## src/rtl/encoder_pipe_if.sv

```systemverilog
// Handshake bundle for encoder_pipe: one-hot word in, encoded index out.
// Both directions use valid/ready. A beat transfers on a rising edge where valid and ready are both high. Valid must not wait for ready, and the payload must stay stable while valid is high and ready is low.
interface encoder_pipe_if #(
  parameter int M = 4
);
  localparam int N = 2 ** M;

  logic         i_valid;
  logic         o_ready;
  logic [N-1:0] i_data;
  logic         o_valid;
  logic         i_ready;
  logic [M-1:0] o_encoded;
  logic         o_zero;
  logic         o_multi_hot;
  logic [7:0]   o_err_count;

  modport slave (
    input  i_valid, i_data, i_ready,
    output o_ready, o_valid, o_encoded, o_zero, o_multi_hot, o_err_count
  );

  modport master (
    output i_valid, i_data, i_ready,
    input  o_ready, o_valid, o_encoded, o_zero, o_multi_hot, o_err_count
  );
endinterface

```

## src/rtl/encoder_pipe.sv

```systemverilog
// Registered lowest-set-bit priority encoder with a 2-entry output buffer.
// Optional ENCODER_PIPE_ONEHOT_CHECK_EN adds per-beat multi-hot flag and a saturating error count.
module encoder_pipe #(
  parameter int M = 4,
  parameter int N = 2 ** M
) (
  input  logic           i_clk,
  input  logic           i_rst_n,
  encoder_pipe_if.slave  bus,
  output logic [1:0]     dbg_state
);

  typedef enum logic [1:0] {
    ST_EMPTY = 2'd0,
    ST_ONE   = 2'd1,
    ST_FULL  = 2'd2
  } state_t;

  state_t       state_q, state_d;
  logic         push, pop;
  logic         load_head_new, load_tail_new, move_tail;
  logic [M-1:0] enc_new, head_enc, tail_enc;
  logic         zero_new, head_zero, tail_zero;

  // Handshake outputs depend only on registered state, never on i_ready.
  assign bus.o_ready = (state_q != ST_FULL);
  assign bus.o_valid = (state_q != ST_EMPTY);
  assign push        = bus.i_valid & bus.o_ready;
  assign pop         = bus.o_valid & bus.i_ready;
  assign dbg_state   = state_q;

  // Walk from the top down so the last hit is the lowest set bit.
  always_comb begin
    enc_new = '0;
    for (int i = N - 1; i >= 0; i--) begin
      if (bus.i_data[i]) enc_new = M'(i);
    end
    zero_new = ~|bus.i_data;
  end

  always_ff @(posedge i_clk) begin
    if (!i_rst_n) state_q <= ST_EMPTY;
    else          state_q <= state_d;
  end

  always_comb begin
    state_d       = state_q;
    load_head_new = 1'b0;
    load_tail_new = 1'b0;
    move_tail     = 1'b0;
    case (state_q)
      ST_EMPTY: begin
        if (push) begin
          load_head_new = 1'b1;
          state_d       = ST_ONE;
        end
      end
      ST_ONE: begin
        if (push && pop) begin
          load_head_new = 1'b1;
        end else if (push) begin
          load_tail_new = 1'b1;
          state_d       = ST_FULL;
        end else if (pop) begin
          state_d = ST_EMPTY;
        end
      end
      ST_FULL: begin
        if (pop) begin
          move_tail = 1'b1;
          state_d   = ST_ONE;
        end
      end
      default: state_d = ST_EMPTY;
    endcase
  end

  always_ff @(posedge i_clk) begin
    if (!i_rst_n) begin
      head_enc  <= '0;
      head_zero <= 1'b0;
      tail_enc  <= '0;
      tail_zero <= 1'b0;
    end else begin
      if (load_head_new) begin
        head_enc  <= enc_new;
        head_zero <= zero_new;
      end else if (move_tail) begin
        head_enc  <= tail_enc;
        head_zero <= tail_zero;
      end
      if (load_tail_new) begin
        tail_enc  <= enc_new;
        tail_zero <= zero_new;
      end
    end
  end

  assign bus.o_encoded = head_enc;
  assign bus.o_zero    = head_zero;

`ifdef ENCODER_PIPE_ONEHOT_CHECK_EN
  logic       mh_new, head_mh, tail_mh;
  logic [7:0] err_q;

  // Clearing the lowest set bit leaves something only if more than one bit was set.
  assign mh_new = |(bus.i_data & (bus.i_data - N'(1)));

  always_ff @(posedge i_clk) begin
    if (!i_rst_n) begin
      head_mh <= 1'b0;
      tail_mh <= 1'b0;
      err_q   <= 8'd0;
    end else begin
      if (load_head_new)  head_mh <= mh_new;
      else if (move_tail) head_mh <= tail_mh;
      if (load_tail_new)  tail_mh <= mh_new;
      if (push && mh_new && (err_q != 8'hFF)) err_q <= err_q + 8'd1;
    end
  end

  assign bus.o_multi_hot = head_mh;
  assign bus.o_err_count = err_q;
`else
  assign bus.o_multi_hot = 1'b0;
  assign bus.o_err_count = 8'd0;
`endif

endmodule

```

## src/flat_wrapper.sv

```systemverilog
// flat-port wrapper written by rule: the top's interface ports become plain ports
module encoder_pipe_flat 
#(
  parameter int M = 4,
  parameter int N = 2 ** M
)
  (i_clk, i_rst_n, dbg_state, bus_i_valid, bus_i_data, bus_i_ready, bus_o_ready, bus_o_valid, bus_o_encoded, bus_o_zero, bus_o_multi_hot, bus_o_err_count);
  encoder_pipe_if #(.M(M)) bus_i ();
  input  logic i_clk;
  input  logic i_rst_n;
  output logic [1:0] dbg_state;
  input wire logic [$bits(bus_i.i_valid)-1:0] bus_i_valid;
  input wire logic [$bits(bus_i.i_data)-1:0] bus_i_data;
  input wire logic [$bits(bus_i.i_ready)-1:0] bus_i_ready;
  output wire logic [$bits(bus_i.o_ready)-1:0] bus_o_ready;
  output wire logic [$bits(bus_i.o_valid)-1:0] bus_o_valid;
  output wire logic [$bits(bus_i.o_encoded)-1:0] bus_o_encoded;
  output wire logic [$bits(bus_i.o_zero)-1:0] bus_o_zero;
  output wire logic [$bits(bus_i.o_multi_hot)-1:0] bus_o_multi_hot;
  output wire logic [$bits(bus_i.o_err_count)-1:0] bus_o_err_count;
  assign bus_i.i_valid = bus_i_valid;
  assign bus_i.i_data = bus_i_data;
  assign bus_i.i_ready = bus_i_ready;
  assign bus_o_ready = bus_i.o_ready;
  assign bus_o_valid = bus_i.o_valid;
  assign bus_o_encoded = bus_i.o_encoded;
  assign bus_o_zero = bus_i.o_zero;
  assign bus_o_multi_hot = bus_i.o_multi_hot;
  assign bus_o_err_count = bus_i.o_err_count;
  encoder_pipe #(.M(M), .N(N)) u_core (.i_clk(i_clk), .i_rst_n(i_rst_n), .bus(bus_i), .dbg_state(dbg_state));
endmodule
```

## config.mk

```make
export PLATFORM = sky130hd
export DESIGN_NAME = encoder_pipe_flat
export DESIGN_NICKNAME = d
export VERILOG_FILES = /design/src/rtl/encoder_pipe_if.sv /design/src/rtl/encoder_pipe.sv /design/src/flat_wrapper.sv
export SDC_FILE = /design/constraint.sdc
export NUM_CORES = 1
export LEC_CHECK = 0
export ABC_AREA = 1
export CORE_MARGIN = 1.5
export CORE_UTILIZATION = 30
export DETAILED_ROUTE_END_ITERATION = 8
export PLACE_DENSITY = 0.75
export REMOVE_ABC_BUFFERS = 1
export SLEW_MARGIN = 5
export SYNTH_ARGS = -nofsm -noshare
export SYNTH_HDL_FRONTEND = slang
export SYNTH_SLANG_ARGS = --single-unit
```

## constraint.sdc

```tcl
create_clock -name i_clk -period 1.1 [get_ports i_clk]
set_input_delay 0.165 -clock i_clk [delete_from_list [all_inputs] [get_ports i_clk]]
set_output_delay 0.165 -clock i_clk [all_outputs]
set_load 0.01 [all_outputs]
```

==> flow_summary.ini <==
[outcome]
outcome = finished, violations left
violations = setup timing

[clocking]
root_buffer = clkbuf_4
path_clk_slew_ps = 80
cts_buffer_depth = 2
htreeDepth = 1
cts_hold_buf = 0
cts_tree = built
numClockSinks = 12
clock_latency_ps = 280
numCtsBuffers = 3

[final_layout]
diodes = 0
synthToLayoutAreaGrowth_pct = 71.3
postLayoutCoreUtil = 0.559
final_nets = 204
drive_gt1_frac = 0.404

[synthesis]
seq_area_frac_synth = 0.287
ys_top_cells_by_count = 24 x nand2_1, 16 x inv_1, 15 x nor2_1
synth_area_um2 = 838
ys.flop_type = dfxtp_1
syn_area_per_cell_um2 = 6.40
synth_area_leaders = dfxtp_1 29%, nand2_1 11%, buf_4 8.1%, a21oi_1 7.8%, inv_1 7.2%
ys_async_sr_fraction = 0
ys_types = 22
synth_cells = 131
yosysTopAreaCell = dfxtp_1
ys_ff_latch = 12
yosysTopAreaCellShare = 0.287
synth-edff-count = 0
ys_warn_count = 0
yosysMostFrequentCell = nand2_1

[route]
wirelength_um = 2270
drc_errors = 0
firstDrtPassIters = 4
avgViaCountPerCell = 4.55
wl_per_cell_um = 10.7
num_vias = 970
final_antenna_net_count = 0
drtIter0Drc = 25

[timing]
final_max_slew_viol_count = 0
rsz0062_at_grt = yes
layout_worst_path_cycle_share = 1.15
setup_viol = 16
fmax_mhz = 788
hold_viol = 0
fin_crit_ps = 1270
clock_skew_ps = 7.25
tns_ps = -1660
setup_slack_ps = -169

[critical_path]
crit_path_end_kind = register
worst-endpoint-required_ps = 1270
critPathLaunch = u_core.dbg_state[1]$_SDFFE_PN0P_
arrival_ps = 1440
worstReg2RegStart = u_core.dbg_state[1]$_SDFFE_PN0P_
cp-start-kind = register
crit_fanout = 6
reg2reg_depth = 9
critical_path_class = reg -> reg

[grt]
antenna_found_initial = 0
grt_usage = 0.142
grt_pass1_wl_um = 3560
grt_max_degree = 9
grt_overflow = 0
grt_pass1_vias = 885

[power_and_ir_drop]
p_per_area_nw_per_um2 = 878
p_leak_nw = 0.684
vdd_drop_max_uv = 795

[die]
coreArea_um2 = 2570
die_w_um = 55.9
fp-row-count = 18
start_util = 0.327
io_pins = 38
die_h_um = 55.9
die_area_um2 = 3120

[place]
io_buffers = 28
place_ws_ps = -585
place_congestion = 0.751
post-dp-hpwl_um = 1540

[hold_path]
hold_depth = 5
hold_path.startpoint = bus_i_valid
hold_class = in -> reg

[run]
maxCapViolations = 0
state kept, by name, summed over array words and instances, names as in the netlist:
| signal | flops |
|---|---|
| u_core.dbg_state | 2 |
| u_core.tail_enc | 4 |
| u_core.tail_zero | 1 |
| u_core.bus.o_encoded | 4 |
| u_core.bus.o_zero | 1 |
cell usage in the layout (no fill, tap or decap), drive strengths merged, types with 5 or more instances in the layout:
| master | instances |
|---|---|
| a21oi | 15 |
| buf | 23 |
| clkbuf | 5 |
| clkdlybuf4s50 | 11 |
| conb | 9 |
| dfxtp | 12 |
| dlygate4sd2 | 9 |
| inv | 27 |
| nand2 | 25 |
| nand3 | 10 |
| nor2 | 21 |
| o21ai | 6 |
layer usage:
layer,global-route usage,routed length (um)
met3,0.0419,136
met4,0.0408,23
met2,0.267,1230
met5,0,0
met1,0.151,879
worst max-delay path, stage by stage (launching register included):
cell and delay [ps]:
dfxtp_2 360, inv_2 70, nor2_4 80, inv_2 50, nor2_4 240, nor2_4 120
nand2_1 90, nand2_2 60, clkinv_2 40, a21oi_2 40
cells by family after synthesis:
kind of cell	Yosys count	share of synthesized area
AOI/OAI and AO/OA	23	0.151
DFF	12	0.287
and+or+nand+nor	58	0.352
other	1	0.00447
buffers and inverters	37	0.206
timing repair:
item	4_1_cts	5_1_grt
resized for setup	51	21
setup buffers	5	4
endpoints found under the setup margin	20	17
pin swaps	21	9
cloned	1	0
final timing paths:
path	to	slack (ps)
min reg2reg	u_core.bus.o_encoded[2]$_SDFFE_PN0P_	500
max	u_core.bus.o_encoded[0]$_SDFFE_PN0P_	-170
min	u_core.dbg_state[0]$_SDFFE_PN0P_	400
max reg2reg	u_core.bus.o_encoded[0]$_SDFFE_PN0P_	-170
where the power goes:
group	internal, mW	switching, mW	leakage (nW)
Sequential	0.457	0.0187	0.0991
Clock	0.202	0.160	0.0210
Combinational	0.216	0.208	0.564
Total	0.875	0.386	0.684
area by class of cell:
| class | count | area [um^2] |
|---|---|---|
| clock buffer | 4 | 36.3 |
| inverter | 28 | 111 |
| multi-input combinational | 91 | 552 |
| fill | 255 | 1130 |
| sequential | 12 | 245 |
| tap | 30 | 37.5 |
| timing repair buffer | 48 | 454 |
per-stage QoR:
step	cell area [um^2]	total power, mW	cells	hold WS, ps
CTS	1340	1.21	209	357
floorplan	801	0.642	130	263
finish	1440	1.26	213	400
global route	1440	1.32	213	420
detailed placement	1230	0.834	199	489
global placement	1230	0.826	199	480
Note: power is estimated with default switching activity, not from simulation.
